===== config.mk =====
export PLATFORM = sky130hd
export DESIGN_NAME = bounce_gen
export DESIGN_NICKNAME = d
export VERILOG_FILES = /design/src/rtl/bounce_gen_pkg.sv /design/src/rtl/bounce_gen_lfsr.sv /design/src/rtl/bounce_gen.sv
export SDC_FILE = /design/constraint.sdc
export NUM_CORES = 1
export LEC_CHECK = 0
export ABC_AREA = 1
export CAP_MARGIN = 20
export CORE_MARGIN = 3
export CORE_UTILIZATION = 40
export CTS_BUF_LIST = sky130_fd_sc_hd__clkbuf_2 sky130_fd_sc_hd__clkbuf_4 sky130_fd_sc_hd__clkbuf_8
export CTS_CLUSTER_DIAMETER = 60
export DETAILED_ROUTE_END_ITERATION = 8
export PLACE_DENSITY = 0.53
export SKIP_LAST_GASP = 1
export SYNTH_ARGS = -nofsm -noshare
export SYNTH_HDL_FRONTEND = slang
export SYNTH_SLANG_ARGS = --single-unit

===== constraint.sdc =====
create_clock -name clk_i -period 2.2 [get_ports clk_i]
set_input_delay 0.44 -clock clk_i [delete_from_list [all_inputs] [get_ports clk_i]]
set_output_delay 0.44 -clock clk_i [all_outputs]
set_load 0.01 [all_outputs]

===== src/rtl/bounce_gen_pkg.sv =====
// Shared types and constants for the bounce_gen switch-bounce emulator.
package bounce_gen_pkg;

  typedef enum logic [2:0] {
    IDLE,
    GLITCH_NEW,
    GLITCH_OLD,
    SETTLE,
    DONE
  } state_t;

  localparam int unsigned LFSR_W = 16;
  localparam logic [LFSR_W-1:0] LFSR_POLY = 16'hB400;

  // One Galois shift: output bit 0 folds the polynomial back into the register.
  function automatic logic [LFSR_W-1:0] lfsr_next(input logic [LFSR_W-1:0] cur);
    return (cur >> 1) ^ (cur[0] ? LFSR_POLY : '0);
  endfunction

endpackage


===== src/rtl/bounce_gen_lfsr.sv =====
// 16-bit Galois LFSR that advances one step whenever step_i is high.
module bounce_gen_lfsr
  import bounce_gen_pkg::*;
#(
  parameter logic [LFSR_W-1:0] SEED = 16'hACE1
) (
  input  logic              clk_i,
  input  logic              rst_i,
  input  logic              step_i,
  output logic [LFSR_W-1:0] lfsr_o
);

  always_ff @(posedge clk_i) begin
    if (rst_i) begin
      lfsr_o <= SEED;
    end else if (step_i) begin
      lfsr_o <= lfsr_next(lfsr_o);
    end
  end

endmodule


===== src/rtl/bounce_gen.sv =====
// Emulated bouncy switch: glitch pairs between old/new level, then a settle hold.
// BOUNCE_GEN_RAND_EN selects LFSR-randomised phase delays; otherwise every delay is the maximum.
module bounce_gen
  import bounce_gen_pkg::*;
#(
  parameter int unsigned MIN_DELAY     = 1,
  parameter int unsigned DW            = 4,
  parameter int unsigned NUM_BOUNCES   = 3,
  parameter int unsigned SETTLE_CYCLES = 30,
  parameter logic [15:0] SEED          = 16'hACE1
) (
  input  logic clk_i,
  input  logic rst_i,
  input  logic start_i,
  input  logic level_i,
  output logic sw_o,
  output logic busy_o,
  output logic done_o
);

  localparam int unsigned CW        = (DW + 8 > 16) ? DW + 8 : 16;
  localparam int unsigned MAX_DELAY = MIN_DELAY + 2**DW - 1;

  state_t        state;
  logic [CW-1:0] cnt;
  logic [8:0]    pair_cnt;
  logic          target;
  logic [DW+7:0] delay;

`ifdef BOUNCE_GEN_RAND_EN
  logic [LFSR_W-1:0] lfsr_val;
  logic              load_delay;

  bounce_gen_lfsr #(.SEED(SEED)) u_lfsr (
    .clk_i  (clk_i),
    .rst_i  (rst_i),
    .step_i (load_delay),
    .lfsr_o (lfsr_val)
  );

  assign delay = (DW+8)'(MIN_DELAY) + {8'd0, lfsr_val[DW-1:0]};

  // Mirrors every point in the FSM where a phase delay is loaded into cnt.
  always_comb begin
    load_delay = 1'b0;
    case (state)
      IDLE:       load_delay = start_i && (level_i != sw_o) && (NUM_BOUNCES > 0);
      GLITCH_NEW: load_delay = (cnt == '0);
      GLITCH_OLD: load_delay = (cnt == '0) && ((pair_cnt + 9'd1) < 9'(NUM_BOUNCES));
      default:    load_delay = 1'b0;
    endcase
  end
`else
  assign delay = (DW+8)'(MAX_DELAY);
`endif

  always_ff @(posedge clk_i) begin
    if (rst_i) begin
      state    <= IDLE;
      sw_o     <= 1'b0;
      busy_o   <= 1'b0;
      done_o   <= 1'b0;
      cnt      <= '0;
      pair_cnt <= '0;
      target   <= 1'b0;
    end else begin
      done_o <= 1'b0;
      case (state)
        IDLE: begin
          if (start_i) begin
            target <= level_i;
            if (level_i != sw_o) begin
              sw_o     <= level_i;
              busy_o   <= 1'b1;
              pair_cnt <= '0;
              if (NUM_BOUNCES > 0) begin
                state <= GLITCH_NEW;
                cnt   <= CW'(delay) - CW'(1);
              end else begin
                state <= SETTLE;
                cnt   <= CW'(SETTLE_CYCLES - 1);
              end
            end else begin
              state  <= DONE;
              done_o <= 1'b1;
            end
          end
        end
        GLITCH_NEW: begin
          if (cnt == '0) begin
            state <= GLITCH_OLD;
            sw_o  <= ~target;
            cnt   <= CW'(delay) - CW'(1);
          end else begin
            cnt <= cnt - CW'(1);
          end
        end
        GLITCH_OLD: begin
          if (cnt == '0) begin
            pair_cnt <= pair_cnt + 9'd1;
            sw_o     <= target;
            if ((pair_cnt + 9'd1) < 9'(NUM_BOUNCES)) begin
              state <= GLITCH_NEW;
              cnt   <= CW'(delay) - CW'(1);
            end else begin
              state <= SETTLE;
              cnt   <= CW'(SETTLE_CYCLES - 1);
            end
          end else begin
            cnt <= cnt - CW'(1);
          end
        end
        SETTLE: begin
          if (cnt == '0) begin
            state  <= DONE;
            busy_o <= 1'b0;
            done_o <= 1'b1;
          end else begin
            cnt <= cnt - CW'(1);
          end
        end
        DONE: begin
          state <= IDLE;
        end
        default: begin
          state <= IDLE;
        end
      endcase
    end
  end

endmodule


---- Word level (Yosys, flattened, before mapping) ----
Cells that the tools add are included.
cells by class
  $lt $le $gt $ge ......................... 1
  reduce and logical (&&, ||, !) cells .... 12
  muxes and demuxes ....................... 31
  eq/ne operators ......................... 10
  bitwise logic cells ..................... 1
  $add $sub $neg .......................... 2
operator list
  kind                                                         number
  two-way mux 16 bit                                           5
  case mux 16 bit (4 select lines)                             1
  two-way mux 9 bit                                            3
  case mux 9 bit (2 select lines)                              1
  zero test 16 bit                                             1
  AND reduction 4 bit                                          4
  subtractor 16 x 1 -> 16 bit (second input constant)          1
  two-way mux 3 bit                                            5
  != test 2 bit (second input constant)                        6
  case mux 3 bit (4 select lines)                              1
  two-way mux 1 bit                                            10
  adder 9 x 1 -> 9 bit (second input constant)                 1
  less-than comparator 9 x 2 -> 1 bit (second input constant)  1
  equality test 3 x 2 -> 1 bit (second input constant)         2
  two-way mux 5 bit                                            1
  AND reduction 5 bit                                          1
  case mux 1 bit (2 select lines)                              2
  nonzero test 2 bit                                           2
  nonzero test 4 bit                                           1
  equality test 3 x 1 -> 1 bit (second input constant)         1
  zero test 3 bit                                              1
  case mux 1 bit (3 select lines)                              1
  nonzero test 3 bit                                           1
  two-way mux 2 bit                                            1
  3 further kinds                                              3
word-level totals
  input bits .............................. 4
  output and inout port bits .............. 3
  word-level logic and storage cells ...... 64
  flip-flop bits (word level) ............. 32

---- Depth between registers and ports, before layout ----
Gate-level depths: netlist of the first run.
  depth in word-level cells ............... 5
  depth in mapped cells ................... 13
  mapped depth without buffers ............ 12

---- Worst setup path after synthesis of the first run ----
Ideal clock, no wire load.
  path kind ............................... reg2reg
  start point ............................. register cnt[0]
  end point ............................... register pair_cnt[1]
  stages on the path, launching flop included .. 11
  setup slack ............................. 0.569 ns
  clock period less this slack ............ 1.631 ns
  path buffers ............................ 1
  arrival time ............................ 1.503 ns
  data required time ...................... 2.072 ns
  library setup time ...................... 0.128 ns
  cells stage by stage .................... dfxtp_1 > inv_1 > ha_1 > nand3_1 > nor2_4 > nand3_2 > o21ai_4 > nand2_4 > buf_6 > a21oi_1 > nor3_1
between the ends
  longest elaborated chain between the ends .. 3
ends and longest elaborated chain
  item                           RTL line           RTL
  start, declared                bounce_gen.sv:25   logic [CW-1:0] cnt;
  start signal, assigned         bounce_gen.sv:78   cnt <= CW'(delay) - CW'(1);
  start signal, assigned         bounce_gen.sv:81   cnt <= CW'(SETTLE_CYCLES - 1);
  start signal, assigned         bounce_gen.sv:93   cnt <= CW'(delay) - CW'(1);
  zero test 16 bit               bounce_gen.sv:99   if (cnt == '0) begin
  != test 2 bit (no line)        --
  AND reduction 4 bit (no line)  --
  end signal, assigned           bounce_gen.sv:100  pair_cnt <= pair_cnt + 9'd1;
  end, declared                  bounce_gen.sv:26   logic [8:0] pair_cnt;
No other way between the ends.
A chain may end at the register's enable or synchronous reset.

---- Worst setup path in the final report of the first run ----
  start point ............................. register cnt[0]
  end point ............................... register pair_cnt[5]
The elaborated chain is that of the path after synthesis.

==> flow_summary.ini, run 1 <==
[outcome]
outcome = completed

[pwr]
peakVddDrop_uv = 743
seqPwrFrac_pct = 25.9
clock_power_share_pct = 12.9
p_int_uw = 1900
p_switching_uw = 1910
switching_share_pct = 50.2
comb_power_share_pct = 61.2
power.density_mw_per_mm2 = 1740
p_leak_uw = 0.000966

[global_routing]
track_usage_pct = 16.1
antenna_found_initial = 0
grt_pass1_vias = 1673
gr-total-overflow = 0
grt_max_degree = 17
grt_pass1_wl_um = 7670

[routing]
viasPerCell = 4.90
routedWlPerCell_um = 11.9
drc_errors = 0
first_pass_iters = 4
dr_total_vias = 1809
wirelength_um = 4370
drt_iter0_drc = 118
ant_nets = 0

[timing]
finalSetupViolations = 0
hold_viol_final = 0
setup_tns_ns = 0
max_freq_ghz = 0.551
drv_slew = 0
fin_skew_ns = 0.00487
min_period_ns = 1.81
tightest_slew_ns = 0.521
period_share_pct = 82.5
rsz0062_at_grt = no
relSlewSlack_pct = 65.2

[clock_tree]
post_cts_buffers = 0
cts_buffers = 5
path_clk_slew_ns = 0.07
cts-resized-gates = 0
cts_root_buf = clkbuf_8
clock-sinks = 32
clk_latency_ns = 0.28
htreeDepth = 2
clockBufferDepth = 2
cts_tree = done
hold_buffers = 0

[logic_synthesis]
async_flop_share_pct = 0
postSynthAreaPerCell_um2 = 6.73
ys_seq_area_share_pct = 32.4
ys_types = 36
syn_area_mm2 = 0.00198
syn_inst = 294
synth-edff-count = 0
synth_warnings = 0
synth_fp_nets = 301
synthFlopType = dfxtp_1
synth_seq_cells = 32

[final_layout]
finalNetCount = 311
final_cell_mix = 56 x nand2_1, 48 x nor2_1, 32 x dfxtp_1, 30 x inv_1, 28 x a21oi_1
final_common_cell = nand2_1
fill_cells = 484
antenna_cells = 0
final_util_pct = 48.0
area_growth_pct = 10.6
seqCellArea_um2 = 641
multi_input_area_mm2 = 0.00115
drive_gt1_share_pct = 13.8

[floorplan]
die_w_um = 76.3
ioPinCount = 7
die_y_um = 76.3
die_area_mm2 = 0.00583
core_area_mm2 = 0.00456
initial_utilization_pct = 43.4
rows = 24

[critical_path]
cp-end-kind = flop
max_stage_delay_ns = 0.31
required_ns = 2.37
r2r_start = cnt[0]
cp_cell_sequence = inv_1, ha_1, nand3_1, nor2_4, nand3_2, o21ai_4, nand2_4, o21ai_0, a21oi_1
cp.arrival_ns = 1.99
cp_slowest_cell = dfxtp_1
rrSetupSlack_ns = 0.39
cp_max_fo = 14
r2r_cells = 9
path_buf_inv = 1
startpoint_type = flop
cp_top_family = simple AND/OR/NAND/NOR gates
reg2reg_to = pair_cnt[5]
critPathKind = flop to flop

[worst_hold_path]
min_to = pair_cnt[4]
min-delay-start = pair_cnt[4]
hold_path_depth = 2
hold_path_class = flop to flop

[placement]
gp_congestion = 0.782
io_buffers = 6
hpwl_um = 3240

[run]
cap_violations = 0
[area by class of cell]
type	instances	area share (%)
repair buffers	8	3.43
well taps	65	3.71
flip-flops and latches	32	29.3
clock buffers	7	4.40
multi-input cells	220	52.6
inverters	37	6.57
[synthesized netlist by cell type (3+ instances only)]
cell      number  share of area [%]
a21oi_1       28                7.1
clkbuf_1       3               0.57
dfxtp_1       32                 32
ha_1           3                1.9
inv_1         30                5.7
inv_2          6                1.1
nand2_1       56                 11
nand2_2        7                2.2
nand2_4        4                2.3
nand3_1       20                5.1
nor2_1        48                9.1
nor2_2         5                1.6
nor3_1         5                1.3
o21ai_0       13                3.3
o21ai_1        3               0.76
xnor2_1        5                2.2
[logic make-up (layout without fill, tap and decap cells)]
family / Yosys count / after routing / synth area share [%]
compound gates: 54 / 54 / 15.5
xor+xnor: 7 / 7 / 3.10
fa+ha+maj: 3 / 3 / 1.90
buf+inv: 42 / 52 / 9.42
flops: 32 / 32 / 32.4
simple gates: 156 / 156 / 37.7
[per-layer routing]
metal	vias up	part of all wire (%)	global-route usage, %
li1	967	-	-
met1	798	52	22.4
met2	33	41	23.7
met3	11	4.3	3.78
met4	0	2.4	6.52
met5	-	0	0
[per-stage QoR]
stage / cells / total power [uW] / setup WS, ns / cell area (um^2) / hold WS (ns)
floorplan: 294 / 2950 / 0.569 / 1980 / 0.444
global placement: 362 / 3350 / 0.113 / 2090 / 0.469
finish: 369 / 3810 / 0.386 / 2190 / 0.481
CTS: 369 / 3850 / 0.368 / 2190 / 0.481
global route: 369 / 4240 / 0.168 / 2190 / 0.497
detailed placement: 362 / 3340 / 0.0859 / 2090 / 0.466
[registers in the layout, indices dropped and copies added (netlist names)]
name      count
cnt          16
pair_cnt      9
target        1
done_o        1
sw_o          1
state         3
busy_o        1
[worst register-to-register path, delay by kind of cell, from the launching register on]
family / cells / cell delay (ns)
flops: 1 / 0.31
fa+ha+maj: 1 / 0.19
simple gates: 4 / 0.57
buf+inv: 1 / 0.12
compound gates: 3 / 0.52
[worst max-delay path by stage]
stage | depth (start not counted) | from | slack (ns) | endpoint
finish | 9 | cnt[0] | 0.39 | pair_cnt[5]
global route | 9 | cnt[0] | 0.17 | pair_cnt[5]
CTS | 9 | cnt[0] | 0.37 | pair_cnt[5]
detailed placement | 10 | level_i | 0.09 | sw_o
global placement | 10 | level_i | 0.11 | sw_o
floorplan | 10 | cnt[0] | 0.57 | pair_cnt[1]
[power by group through the flow]
stage	Sequential [uW]	Clock [uW]	Combinational [uW]
after global placement	1000	0	2350
after detailed placement	997	0	2340
after global routing	1020	535	2690
final	987	492	2330
after CTS	986	512	2350
after floorplan	960	0	1990
(Power assumes the default switching activity.)
==> inputs of run 2 (changes only) <==
clock period = 1.8 ns   (was 2.2 ns; I/O delays follow)
==> run 2 against run 1 <==
  * Clock skew about the same
  * Sequential power up 22%
  * Final area is 11% higher
  * Global-route usage up 0.54 points
  * Setup slack lost 0.24 ns
  * Count of clock-buffer cells in the layout shrank 1
  * Largest power group unchanged
  * Highest routed layer unchanged
==> flow_summary.ini, run 2 (synthesis gave the netlist of run 1 again) <==
[clock_tree]
path_clk_slew_ns = 0.07
cts_root_buf = clkbuf_8
clk_latency_ns = 0.28
hold_buffers = 0
clockBufferDepth = 2
clock-sinks = 32
htreeDepth = 2
cts_tree = done
cts_buffers = 5

[outcome]
outcome = completed

[timing]
hold_viol_final = 0
finalSetupViolations = 0
setup_ws_ns = 0.142
drv_slew = 0
setup_tns_ns = 0
rsz0062_at_grt = yes
max_freq_ghz = 0.603
tightest_slew_ns = 0.307
fin_skew_ns = 0.00443
min_period_ns = 1.66
period_share_pct = 92.1
relSlewSlack_pct = 79.5

[critical_path]
startpoint_type = flop
cp.arrival_ns = 1.84
required_ns = 1.98
rrSetupSlack_ns = 0.14
cp_max_fo = 8
critPathKind = flop to flop
cp-end-kind = flop

[routing]
wl_met2_um = 1970
dr.max_layer_used = met4
dr_total_vias = 1877
drc_errors = 0
wirelength_um = 4530
dr_wl_met3_um = 137
first_pass_iters = 4
ant_nets = 0
routedWlPerCell_um = 11.6
wl_met1_um = 2360
viasPerCell = 4.79
drt_iter0_drc = 92

[floorplan]
ioPinCount = 7
die_area_mm2 = 0.00583
rows = 24
initial_utilization_pct = 43.4
die_y_um = 76.3
die_w_um = 76.3
core_area_mm2 = 0.00456

[placement]
io_buffers = 6
pre_cts_slack_ns = -0.126
gp_congestion = 0.820
hpwl_um = 3430

[final_layout]
antenna_cells = 0
regMostFlops = cnt
multi_input_area_mm2 = 0.00121
fill_cells = 493
final_util_pct = 53.2
drive_gt1_share_pct = 22.3
seqCellArea_um2 = 641
final_cell_mix = 55 x nand2_1, 44 x nor2_1, 32 x dfxtp_1, 29 x inv_1, 28 x a21oi_1
largestRegisters = cnt: 16 flops, pair_cnt: 9 flops, state: 3 flops
final_common_cell = nand2_1
area_growth_pct = 22.8
finalNetCount = 334
largest_reg_flops = 16

[pwr]
finalPower_uw = 5280
p_leak_uw = 0.00108
power.density_mw_per_mm2 = 2170
peakVddDrop_uv = 880

[global_routing]
antenna_found_initial = 0
grt_max_degree = 17
gr-total-overflow = 0
grt_pass1_vias = 1709
grt_pass1_wl_um = 7900
track_usage_pct = 16.6

[worst_hold_path]
hold_path_class = flop to flop

[run]
cap_violations = 0
[run 2: cell count changes in the layout (fill, tap and decap cells not counted), moves of 2 or more]
| cell | previous run | this run |
|---|---|---|
| buf_12 | 0 | 2 |
| buf_4 | 2 | 23 |
| clkbuf_8 | 7 | 5 |
| nor2_1 | 48 | 44 |
| nor2_2 | 5 | 8 |
[run 2: critical path, cell delays in order (launching register included)]
cell and delay [ns]:
dfxtp_1 0.31, inv_1 0.11, ha_4 0.15, nand3_1 0.11, nor2_4 0.16, nand4_4 0.13
nand2_4 0.15, inv_6 0.07, buf_12 0.12, nand2_4 0.06, nor2_1 0.04, nor2_1 0.09
nor2_1 0.04
[run 2: power breakdown]
| group | switching (uW) | leakage (uW) | total (uW) | internal, uW |
|---|---|---|---|---|
| registers | 231 | 0.000262 | 1200 | 971 |
| clock network | 260 | 0.0000445 | 537 | 278 |
| logic | 2050 | 0.000776 | 3540 | 1490 |
| total | 2540 | 0.00108 | 5280 | 2740 |
[run 2: final timing paths]
| path | from | end | cells past startpoint |
|---|---|---|---|
| worst max register to register | cnt[0] | cnt[2] | 12 |
| worst min-delay path | pair_cnt[8] | pair_cnt[8] | 2 |
| worst max-delay path | cnt[0] | cnt[2] | 12 |
| worst min register to register | pair_cnt[8] | pair_cnt[8] | 2 |
[run 2: routing by layer]
layer	up-vias	track usage (%)
met5	-	0
met4	0	5.62
met3	7	3.90
met2	28	25.0
met1	829	23.2
li1	1013	-
[run 2: what timing repair did]
action                     in CTS  in global routing
resized for setup               0                 14
setup endpoints to repair       0                 19
setup buffers                   0                  1
hold endpoints to repair        0                  0
[run 2: stage by stage]
stage          hold WS [ns]  std cells  instance area (um^2)
6_report              0.473        392                  2430
5_1_grt               0.498        392                  2430
3_3_place_gp          0.465        384                  2270
4_1_cts               0.478        391                  2350
3_5_place_dp          0.468        384                  2270
2_1_floorplan         0.444        294                  1980
[run 2: final cells by class]
type	count	area share (%)
Timing Repair Buffer	31	11.2
Clock inverter	1	0.206
Sequential cell	32	26.4
Clock buffer	6	3.14
Multi-Input combinational cell	220	49.8
Inverter	37	5.92
Tap cell	65	3.35
